### src/rtl/prbs31_pkg.sv
// Shared types and constants for the PRBS31 pattern source (x^31 + x^28 + 1).
package prbs31_pkg;

    typedef enum logic {
        ST_IDLE = 1'b0,
        ST_RUN  = 1'b1
    } state_t;

    localparam logic [1:0] OP_NOP       = 2'b00;
    localparam logic [1:0] OP_LOAD_SEED = 2'b01;
    localparam logic [1:0] OP_START     = 2'b10;
    localparam logic [1:0] OP_STOP      = 2'b11;

    localparam int TAP_HI = 30;
    localparam int TAP_LO = 27;

    localparam logic [30:0] SEED_DEFAULT = 31'h7FFF_FFFF;

    function automatic logic [30:0] lfsr_next(input logic [30:0] v);
        return {v[29:0], v[TAP_HI] ^ v[TAP_LO]};
    endfunction

endpackage

### src/rtl/prbs31_lfsr.sv
// 31-bit Fibonacci LFSR with seed load; an all-zero seed would lock up, so it is replaced.
module prbs31_lfsr
    import prbs31_pkg::*;
#(
    parameter logic [30:0] SEED_INIT = SEED_DEFAULT
) (
    input  logic        clk,
    input  logic        rst_n,
    input  logic        load,
    input  logic [30:0] seed,
    input  logic        advance,
    output logic        lfsr_bit
);

    logic [30:0] lfsr_q;

    always_ff @(posedge clk) begin
        if (rst_n) begin
            lfsr_q <= SEED_INIT;
        end else if (load) begin
            lfsr_q <= (seed == 31'd0) ? SEED_INIT : seed;
        end else if (advance) begin
            lfsr_q <= lfsr_next(lfsr_q);
        end
    end

    assign lfsr_bit = lfsr_q[TAP_HI];

endmodule

### src/rtl/prbs31_ctrl.sv
// PRBS31 burst controller: command port, IDLE/RUN sequencing, burst counters and status pulses.
module prbs31_ctrl
    import prbs31_pkg::*;
#(
    parameter int          BURST_W      = 16,
    parameter logic [30:0] SEED_DEFAULT = prbs31_pkg::SEED_DEFAULT
) (
    input  logic               clk,
    input  logic               rst_n,
    input  logic               cmd_valid,
    output logic               cmd_ready,
    input  logic [1:0]         cmd_op,
    input  logic [30:0]        cmd_seed,
    input  logic [BURST_W-1:0] cmd_len,
    output logic               prbs_bit,
    output logic               prbs_valid,
    input  logic               prbs_ready,
    output logic               busy,
    output logic               done,
    output logic               aborted,
    output logic               cmd_err,
    output logic [BURST_W-1:0] bit_count,
    output state_t             dbg_state
);

    // Handshakes: a command is taken on any edge where cmd_valid & cmd_ready,
    // a bit is taken on any edge where prbs_valid & prbs_ready.
    state_t             state;
    logic [BURST_W-1:0] remaining;
    logic               cmd_fire;
    logic               xfer;
    logic               final_xfer;
    logic               lfsr_load;

    assign cmd_ready  = ~rst_n;
    assign cmd_fire   = cmd_valid & cmd_ready;
    assign xfer       = prbs_valid & prbs_ready;
    assign final_xfer = xfer && (remaining == BURST_W'(1));
    assign lfsr_load  = cmd_fire && (state == ST_IDLE) && (cmd_op == OP_LOAD_SEED);
    assign dbg_state  = state;

    prbs31_lfsr #(
        .SEED_INIT (SEED_DEFAULT)
    ) u_lfsr (
        .clk      (clk),
        .rst_n    (rst_n),
        .load     (lfsr_load),
        .seed     (cmd_seed),
        .advance  (xfer),
        .lfsr_bit (prbs_bit)
    );

    always_ff @(posedge clk) begin
        if (rst_n) begin
            state      <= ST_IDLE;
            remaining  <= '0;
            bit_count  <= '0;
            prbs_valid <= 1'b0;
            busy       <= 1'b0;
            done       <= 1'b0;
            aborted    <= 1'b0;
            cmd_err    <= 1'b0;
        end else begin
            done    <= 1'b0;
            aborted <= 1'b0;
            cmd_err <= 1'b0;
            case (state)
                ST_IDLE: begin
                    if (cmd_fire && cmd_op == OP_START) begin
                        remaining  <= cmd_len;
                        bit_count  <= '0;
                        prbs_valid <= 1'b1;
                        busy       <= 1'b1;
                        state      <= ST_RUN;
                    end
                end
                ST_RUN: begin
                    if (xfer) begin
                        bit_count <= bit_count + BURST_W'(1);
                        if (remaining != '0) begin
                            remaining <= remaining - BURST_W'(1);
                        end
                    end
                    if (cmd_fire && (cmd_op == OP_LOAD_SEED || cmd_op == OP_START)) begin
                        cmd_err <= 1'b1;
                    end
                    // A completing transfer outranks a same-cycle STOP.
                    if (final_xfer) begin
                        prbs_valid <= 1'b0;
                        busy       <= 1'b0;
                        done       <= 1'b1;
                        state      <= ST_IDLE;
                    end else if (cmd_fire && cmd_op == OP_STOP) begin
                        prbs_valid <= 1'b0;
                        busy       <= 1'b0;
                        aborted    <= 1'b1;
                        state      <= ST_IDLE;
                    end
                end
                default: state <= ST_IDLE;
            endcase
        end
    end

endmodule

### config.mk
export PLATFORM = sky130hd
export DESIGN_NAME = prbs31_ctrl
export DESIGN_NICKNAME = d
export VERILOG_FILES = /design/src/rtl/prbs31_pkg.sv /design/src/rtl/prbs31_lfsr.sv /design/src/rtl/prbs31_ctrl.sv
export SDC_FILE = /design/constraint.sdc
export NUM_CORES = 1
export LEC_CHECK = 0
export BUFFER_PORTS_ARGS = -buffer_cell sky130_fd_sc_hd__buf_4
export CAP_MARGIN = 15
export CORE_AREA = 2 2 86 88
export DETAILED_ROUTE_END_ITERATION = 12
export DIE_AREA = 0 0 88 90
export PLACE_DENSITY = 0.79
export SYNTH_ARGS = -nofsm -noshare
export SYNTH_HDL_FRONTEND = slang
export SYNTH_SLANG_ARGS = --single-unit
### constraint.sdc
create_clock -name clk -period 3 [get_ports clk]
set_input_delay 0.6 -clock clk [delete_from_list [all_inputs] [get_ports clk]]
set_output_delay 0.6 -clock clk [all_outputs]
set_load 0.05 [all_outputs]
==> results by stage, run 1 <==
Setup path:
- The family with the most delay on the worst path is simple AND/OR/NAND/NOR gates.
- The maximum fanout count along the critical path is 32.
- In this run the critical register-to-register path is launched from remaining[2].
- On the worst path, the slowest cell contributes a delay of ~0.75 ns.
- In this run the worst setup path begins at remaining[2].
- The total stage count of the critical path is 5.
- Data arrives at the worst endpoint at between 2 and 3 ns.
- The worst setup path is of the flip-flop to flip-flop kind.
- In this run the worst setup path terminates at remaining[8].
- The number of buffers and inverters on the critical path is 0.
- The category of the worst setup path capture point is a flip-flop.
- The critical path goes through or4_1 > nor2_4 > a41o_2 > o21ai_0 > a21oi_2.
- The reg-to-reg setup timing slack is ~0.65 ns.
- The number of cells traversed by the worst register-to-register path is 5.
- In this run the critical register-to-register path is captured at remaining[8].
- The critical path's slowest cell is sky130_fd_sc_hd__or4_1.
- The type of element launching the critical path is a flip-flop.
- For the worst setup path, the data required time is around 3.3 ns.

Logic synthesis:
- Of the synthesized area, sequential elements account for 0.379.
- The dominant cell type by area after synthesis is sky130_fd_sc_hd__dfxtp_1.
- The post-synthesis instance area is approximately 3600 sq um.
- Synthesis produced 450 cells.
- Synthesis inferred 68 register bits.
- By area the synthesized netlist is led by sky130_fd_sc_hd__dfxtp_1 (38%), sky130_fd_sc_hd__and3_1 (7.0%), sky130_fd_sc_hd__a211oi_1 (6.5%).
- For this run, the number of Yosys warnings is 0.
- The number of nets handed over by synthesis was 509.
- Of the post-synthesis cell area, the dominant cell type holds 0.379.
- The number of distinct standard cells referenced by the synthesized netlist is 47.
- The library cell with the highest instance count after synthesis is sky130_fd_sc_hd__dfxtp_1.
- After synthesis, the most frequently instantiated cells are sky130_fd_sc_hd__dfxtp_1 (68), sky130_fd_sc_hd__and3_1 (40), sky130_fd_sc_hd__nor3_1 (39), sky130_fd_sc_hd__o21ai_0 (38), sky130_fd_sc_hd__nor2_1 (34).
- Counting flops with a built-in enable in the synthesized netlist gives 0.
- Of all flip-flops after synthesis, the portion carrying an async set or reset was 0.
- The flip-flop cell with the highest count after synthesis is sky130_fd_sc_hd__dfxtp_1.
- The per-instance average area after synthesis is 7.98 sq um.

Timing:
- Between clock sinks in the finished design, the worst skew comes to between 0.008 and 0.009 ns.
- The final clock period utilization by the worst path is 0.783.
- In this run the tightest slew margin relative to its limit is 0.258.
- The final count of negative-setup-slack endpoints is 0.
- The number of hold-slack violations in the final timing report was 0.
- Counting I/O delays and the setup requirement, the final critical path takes around 2.3 ns.
- Timing would allow up to ~430 MHz.
- Setup repair after global routing left no endpoint under its margin.
- The max-slew violation count is 0.
- At the pin with the least slew margin, the transition time is 1.11 ns.
- After routing, the total negative slack on setup checks comes to 0 ns.

GRT:
- Across every metal layer, demand over resource in global routing totals 0.231.
- For met3 alone, demand over resource in global routing was 0.0523.
- The layer flagged by global routing as most heavily used is met2.
- The number of global-route vias before repair is between 3000 and 4000.
- The met1 track utilization from global routing is 0.319.
- The number of antenna violations at the first check in global routing is 0.
- The wire length of the first global-routing pass is ~15000 microns.
- The met2 track utilization from global routing is 0.352.
- Entering global routing, the biggest net connects 40 pins.
- Summed over all layers, the global routing overflow is 0.

Final layout:
- Relative to the synthesized area, the layout overhead comes to 21.2%.
- The proportion of layout cells with a drive suffix above 1 is 0.215.
- The layout filler cell count is between 600 and 700.
- The net count of the finished layout is approximately 570.
- The number of antenna diodes in the final layout is 0.
- The number of standard cells in the final layout excluding fillers is roughly 610.

Floorplan:
- In this run the count of I/O pins placed on the die edge is 77.
- The initial standard-cell utilization of the core is 0.512.
- The core region is between 7000 and 8000 sq um.
- The initialized floorplan defines 31 standard-cell rows.
- The die is about 90 microns tall.
- In this run the horizontal extent of the chip is approximately 90 microns.
- The die covers between 7000 and 8000 sq um.

Detailed routing:
- The detailed-route wire length per cell is 14.5 microns.
- The via count normalized by instance count is between 5 and 6.
- In this run, the number of DRC markers left after iteration 0 of detailed routing was 219.
- The count of nets left with antenna violations after detail routing is 0.
- The detailed router placed between 3000 and 4000 vias in this run.
- The routed design has 8860 microns of wire.
- After detailed routing, the number of remaining DRC violations is 0.
- The total iterations of the first detailed-routing run is 4.

Placement:
- The number of placed cells counting well taps is between 500 and 600.
- Detailed placement finished with a half-perimeter wire length of between 6000 and 7000 microns.
- The congestion estimate from routability-driven global placement came to ~0.82.
- Input and output buffers added on the ports amount to between 70 and 80.

Hold path:
- The worst hold path belongs to the class flip-flop to flip-flop.

Clocking:
- After clock tree synthesis, the repair step resized 0 gates.
- Buffers inserted during clock tree synthesis total 9.
- The deepest clock path buffer count is 2.
- The total clock sinks is 68.
- The count of hold buffers inserted by post-cts repair is 0.
- The TritonCTS clock tree is done.
- Buffers added to address setup during post-CTS repair amount to 0.
- The clock latency on the worst-skew pair is 0.34 ns.
- The clock transition at the register clock pins on the worst setup and hold paths after CTS is about 0.070 ns.
- In this run the number of H-tree levels came out at 3.
- The clock tree root buffer cell is sky130_fd_sc_hd__clkbuf_8.

Job:
- The max capacitance violation total is 0.

Pwr:
- Internal power comes to between 0.001 and 0.0015 W.
- The maximum resistive drop on vdd is about 230 uV.
- Of the total power, the share spent switching nets is 0.264.
- The power share of the sequential group is 0.502.
- The leakage power is ~1.8 nW.
- In this run the power density over the cells is 435 nW/um^2.
- The share of total power dissipated in the clock network is 0.350.
- Of the total power, combinational logic draws 0.148.
- The net load switching power is approximately 0.00050 W.

Run status:
- The flow ran to the end, and the final reports show no timing, DRC or antenna violations.
-- worst min-delay path by stage --
stage	end	slack (ns)	start	cells after the start
finish	remaining[5]	0.50	remaining[5]	2
global route	remaining[5]	0.52	remaining[5]	2
CTS	remaining[13]	0.50	remaining[13]	2
detailed placement	remaining[5]	0.49	remaining[5]	2
global placement	remaining[5]	0.48	remaining[5]	2
floorplan	remaining[7]	0.46	remaining[7]	2
-- routing by layer --
| layer | up-vias | routed length, microns |
|---|---|---|
| met1 | 1633 | 4120 |
| met2 | 121 | 4050 |
| met3 | 15 | 550 |
| met5 | - | 0 |
| met4 | 0 | 146 |
| li1 | 1760 | - |
-- area by class of cell --
| type | instances | area [sq um] | area share |
|---|---|---|---|
| flip-flops and latches | 68 | 1360 | 0.313 |
| clock buffers | 13 | 159 | 0.0365 |
| repair buffers | 85 | 638 | 0.147 |
| well taps | 99 | 124 | 0.0284 |
| clock inverters | 2 | 10.0 | 0.00230 |
| inverters | 11 | 41.3 | 0.00948 |
| multi-input cells | 333 | 2020 | 0.464 |
-- metrics by stage --
stage | total power (W) | utilization | hold WS [ns] | instance area [sq um] | setup WS, ns
after floorplan | 0.00114 | - | 0.463 | 3590 | 0.881
after global placement | 0.00124 | 0.596 | 0.482 | 4190 | 0.667
after CTS | 0.00191 | 0.620 | 0.501 | 4360 | 0.658
final | 0.00189 | 0.620 | 0.497 | 4360 | 0.650
after detailed placement | 0.00125 | 0.596 | 0.486 | 4190 | 0.591
after global routing | 0.00198 | 0.620 | 0.521 | 4360 | 0.481
-- state kept, by name, summed over array words and instances, names as in the netlist --
signal and cells:
u_lfsr.lfsr_q 31, bit_count 16, remaining 16, aborted 1, busy 1, cmd_err 1
dbg_state 1, done 1
-- placed cells by master, fill, tap and decap left out, types with 5 or more instances in the layout --
cell	instances
sky130_fd_sc_hd__buf_4	85
sky130_fd_sc_hd__dfxtp_1	68
sky130_fd_sc_hd__and3_1	40
sky130_fd_sc_hd__nor3_1	39
sky130_fd_sc_hd__o21ai_0	38
sky130_fd_sc_hd__nor2_1	34
sky130_fd_sc_hd__a211oi_1	31
sky130_fd_sc_hd__a21oi_1	28
sky130_fd_sc_hd__nand2_1	21
sky130_fd_sc_hd__nand3_1	14
sky130_fd_sc_hd__clkbuf_8	11
sky130_fd_sc_hd__inv_1	10
sky130_fd_sc_hd__xnor2_1	9
sky130_fd_sc_hd__nor4_1	9
sky130_fd_sc_hd__o21ai_1	8
sky130_fd_sc_hd__a21o_1	6
sky130_fd_sc_hd__ha_1	6
sky130_fd_sc_hd__xor2_1	5
-- logic make-up (layout without fill, tap and decap cells) --
| kind of cell | after synthesis | in the layout | synth area share |
|---|---|---|---|
| DFF | 68 | 68 | 0.379 |
| and+or+nand+nor | 184 | 184 | 0.279 |
| adders and majority gates | 6 | 6 | 0.0209 |
| xor gates and xnor gates | 14 | 14 | 0.0341 |
| AOI/OAI and AO/OA | 127 | 127 | 0.223 |
| buffers and inverters | 49 | 111 | 0.0582 |
| muxes | 2 | 2 | 0.00557 |
-- worst reg2reg max path: stages (launching register included) --
cell	delay (ns)
sky130_fd_sc_hd__dfxtp_1	0.37
sky130_fd_sc_hd__or4_1	0.75
sky130_fd_sc_hd__nor2_4	0.21
sky130_fd_sc_hd__a41o_2	0.58
sky130_fd_sc_hd__o21ai_0	0.22
sky130_fd_sc_hd__a21oi_2	0.16
-- power groups by stage --
stage	Clock, W	Sequential [W]	Combinational [W]
2_1_floorplan	0	0.000974	0.000170
3_3_place_gp	0	0.000970	0.000271
3_5_place_dp	0	0.000971	0.000277
4_1_cts	0.000677	0.000951	0.000279
5_1_grt	0.000713	0.000954	0.000309
6_report	0.000663	0.000952	0.000280
No activity file was read; power rests on OpenSTA's default activity.
==> run 2, diff against run 1 <==
ABC_AREA = 1   (was not set)
CORE_AREA = 2 2 90 92   (was 2 2 86 88)
DIE_AREA = 0 0 92 94   (was 0 0 88 90)
PLACE_DENSITY = 0.78   (was 0.79)
clock period = 2.3 ns   (was 3 ns; I/O delays follow)
==> results by stage, run 2 <==
Clocking:
- The H-tree depth reported by CTS is 3.
- The total clock sinks is between 60 and 70.
- The cell sitting at the root of the clock tree is a sky130_fd_sc_hd__clkbuf_8.
- After clock tree synthesis, the repair step resized 0 gates.
- The number of buffers created by CTS is 9.
- The TritonCTS clock tree is done.
- The number of hold buffers added after CTS was 0.
- The clock latency on the worst-skew pair is 0.35 ns.
- The post-CTS setup buffer count is 0.
- Clock-pin slew was measured on the worst setup and hold paths at 0.08 ns.
- The deepest clock path buffer count is 2.

Hold path:
- The capture endpoint of the worst hold path is u_lfsr.lfsr_q[16].
- The classification of the worst-slack hold path is input pin to flip-flop.
- Counting instances, the worst hold path has a depth of 3.
- The startpoint of the tightest hold check path is cmd_seed[16].

Logic synthesis:
- Counting distinct cell types in the post-synthesis netlist gives 29.
- After synthesis, the cell types taking the most area are sky130_fd_sc_hd__dfxtp_1 (35%), sky130_fd_sc_hd__nand2_1 (13%), sky130_fd_sc_hd__nor2_1 (10%).
- Counting flops with a built-in enable in the synthesized netlist gives 0.
- After synthesis, the share of flip-flops with an asynchronous set or reset is 0.
- Of all cell types, the one taking the most synthesized area is sky130_fd_sc_hd__dfxtp_1.
- Yosys printed 0 warnings.
- The post-synthesis register bit count is 68.
- The flip-flop cell with the highest count after synthesis is sky130_fd_sc_hd__dfxtp_1.
- The commonest cells after synthesis are sky130_fd_sc_hd__nand2_1 (132), sky130_fd_sc_hd__nor2_1 (105), sky130_fd_sc_hd__inv_1 (74), sky130_fd_sc_hd__nor3_1 (70), sky130_fd_sc_hd__dfxtp_1 (68).
- The sequential element share of the synthesized area is 0.346.
- After synthesis the cells add up to around 3900 sq um.
- Averaged over all synthesized cells, the footprint is between 6 and 7 sq um.
- The number of nets in the synthesized netlist is slightly below 700.
- The number of instances in the synthesized netlist is about 630.
- The library cell with the highest instance count after synthesis is sky130_fd_sc_hd__nand2_1.
- The share of the synthesized area in the top cell type is 0.346.

Detailed routing:
- The via count normalized by instance count is roughly 5.2.
- The first detailed-routing pass took 5 iterations.
- The count of nets left with antenna violations once routing finished came out at 0.
- The remaining routing DRC violations is 0.
- The detailed-route wire length per cell is between 10 and 15 microns.
- The total via count after detailed routing is between 4000 and 5000.
- The final wirelength is 9430 microns.
- The detailed router finished its first iteration with between 150 and 200 violations.

Final layout:
- In the final layout, the registers with the most flip-flops are u_lfsr.lfsr_q: 31 flops, bit_count: 16 flops, remaining: 16 flops.
- The net count of the finished layout is about 760.
- The proportion of layout cells with a drive suffix above 1 is 0.178.
- Counting flops per register, the top entry is u_lfsr.lfsr_q.
- From synthesis to final layout, the design area changed by 22.3%.
- The utilization of the core after routing is 0.632.
- The number of flip-flops under the largest register name is 31.
- The layout filler cell count is between 700 and 800.
- In the layout the commonest cells are sky130_fd_sc_hd__nand2_1 (132), sky130_fd_sc_hd__nor2_1 (105), sky130_fd_sc_hd__buf_4 (87).
- 0 antenna diodes ended up in the layout.
- Leaving out fill and tap cells, the most frequent cell in the layout is sky130_fd_sc_hd__nand2_1.
- With fillers left out, the area of the finished cells amounts to 4810 sq um.

Timing:
- Adding up every negative setup slack in the final design gives 0 ns.
- The max-slew violation count came to 0.
- Clock skew on the completed layout was measured at a little over 0.008 ns.
- The worst path needs roughly 1.7 ns of the cycle, external delays included.
- Headroom to the max-slew limit came out at 0.679.
- At the pin with the least slew margin, the transition time is 0.482 ns.
- The number of hold-slack violations in the final timing report is 0.
- Setup repair after global routing left no endpoint under its margin.
- The final count of negative-setup-slack endpoints is 0.
- The final clock period utilization by the worst path is 0.760.
- The highest attainable clock frequency is 572 MHz.

Placement:
- Summed over all nets, the half-perimeter wirelength after detailed placement is just under 7000 microns.
- The number of buffer cells added on primary ports is between 70 and 80.
- Summing all placed instances gives a cell area of between 4000 and 5000 sq um.
- Routability-driven placement finished with a final weighted congestion of between 0.8 and 0.9.

Floorplan:
- The floorplan has 32 rows.
- The core box area is 7610 sq um.
- The die is 94 microns tall.
- 77 I/O pins were placed.
- The initial utilization of the core area, before any placement, comes to 0.517.
- The area of the die is 8650 sq um.
- The die width is 92 microns.

Pwr:
- The switching share of total power is 0.265.
- The share of total power dissipated in combinational logic is 0.160.
- In this run the static leakage power is 2.23 nW.
- The net load switching power is ~0.00077 W.
- The power per standard cell area is 603 nW/um^2.
- The internal power consumption is approximately 0.0021 W.
- The maximum resistive drop on vdd is approximately 350 uV.
- The relative contribution of the clock network to total power is 0.407.
- The power share of the sequential group is 0.433.

Setup path:
- Counting stages on the worst path, the most repeated cell is sky130_fd_sc_hd__nand2_1.
- The worst setup path is launched from a flip-flop.
- At the worst endpoint, the required time is roughly 2.5 ns.
- The peak per-stage delay on the critical path is between 0.6 and 0.7 ns.
- Of all nets on the critical path, the largest fanout is 14.
- The arrival time of the worst setup path is 1.99 ns.
- The critical register-to-register path endpoint is bit_count[10].
- The reg-to-reg startpoint is dbg_state.
- The critical path class is flip-flop to flip-flop.
- For the worst flop-to-flop path, the logic depth is 7.
- The slowest stage of the critical path is the sky130_fd_sc_hd__dfxtp_1 cell.
- The critical path goes through nand2_1 > nand2_4 > nand2_2 > nor2_2 > nand2_1 > o21ai_1 > nor2_1.
- For flop-to-flop paths, the worst setup slack is between 0.5 and 0.6 ns.
- The category of the worst setup path capture point is a flip-flop.

GRT:
- The number of antenna violations at the first check in global routing was 0.
- The wire length of the first global-routing pass is 15800 microns.
- The maximum number of pins on one net before global-route repair is 47.
- The global-route usage over all layers is 0.222.
- The total grt overflow is 0.
- The number of global-route vias before repair is between 3000 and 4000.

Run status:
- The run finished with clean final reports.

Job:
- Across the run, the number of max-cap violations was 0.
==> run 2: changes by cell type after synthesis, sizes merged, moves of 9 or more <==
cell,change
inv,+68
clkbuf,-13
nand2,+118
xnor2,-9
nand3,+11
nor2,+78
nor4,-11
nand4,+9
o21ai,+10
nor3,+31
a211oi,-31
and3,-40
==> run 2: kinds of logic (layout without fill, tap and decap cells) <==
kind of cell	after synthesis	after routing	share of synthesized area
simple gates	359	359	0.402
buf+inv	108	181	0.116
compound gates	88	88	0.116
flops	68	68	0.346
fa+ha+maj	6	6	0.0191
==> run 2: routing by layer <==
| metal | vias up | GRT usage | share of wire | wire length, microns |
|---|---|---|---|---|
| li1 | 2151 | - | - | - |
| met1 | 1877 | 0.263 | 0.45 | 4200 |
| met2 | 109 | 0.406 | 0.49 | 4630 |
| met3 | 11 | 0.0321 | 0.048 | 453 |
| met4 | 0 | 0.0871 | 0.015 | 140 |
| met5 | - | 0 | 0 | 0 |
==> run 2: layout make-up <==
class                           instances  area (sq um)  share of cell area
Multi-Input combinational cell        453          2110               0.439
Clock inverter                          6           114              0.0237
Timing Repair Buffer                   88           673               0.140
Clock buffer                            9           124              0.0258
Tap cell                              102           128              0.0265
Inverter                               78           295              0.0614
Sequential cell                        68          1360               0.283
==> run 2: metrics by stage <==
stage / total power (W) / instances / setup slack, ns / hold slack (ns)
4_1_cts: 0.00291 / 804 / 0.561 / 0.333
3_3_place_gp: 0.00173 / 789 / 0.502 / 0.472
3_5_place_dp: 0.00174 / 789 / 0.414 / 0.484
5_1_grt: 0.00303 / 804 / 0.393 / 0.331
6_report: 0.00290 / 804 / 0.551 / 0.340
2_1_floorplan: 0.00159 / 629 / 0.575 / 0.447
==> run 2: how the worst max path moves through the flow <==
stage | startpoint | endpoint | slack [ns] | cells after the start
after floorplan | busy | bit_count[5] | 0.58 | 8
after global placement | cmd_op[0] | bit_count[10] | 0.50 | 12
after detailed placement | cmd_op[0] | bit_count[10] | 0.41 | 12
after CTS | dbg_state | bit_count[10] | 0.56 | 7
after global routing | dbg_state | bit_count[10] | 0.39 | 7
final | dbg_state | bit_count[10] | 0.55 | 7
==> run 2: critical path, delay by kind of cell, from the launching register on <==
kind               cells  cell delay (ns)
AOI/OAI and AO/OA      1             0.13
DFF                    1             0.62
and+or+nand+nor        6             0.87
==> run 2: power by group through the flow <==
stage	combinational (W)	clock [W]	sequential, W
3_3_place_gp	0.000448	0	0.00128
5_1_grt	0.000522	0.00125	0.00126
4_1_cts	0.000463	0.00120	0.00125
6_report	0.000464	0.00118	0.00125
2_1_floorplan	0.000311	0	0.00128
3_5_place_dp	0.000460	0	0.00128
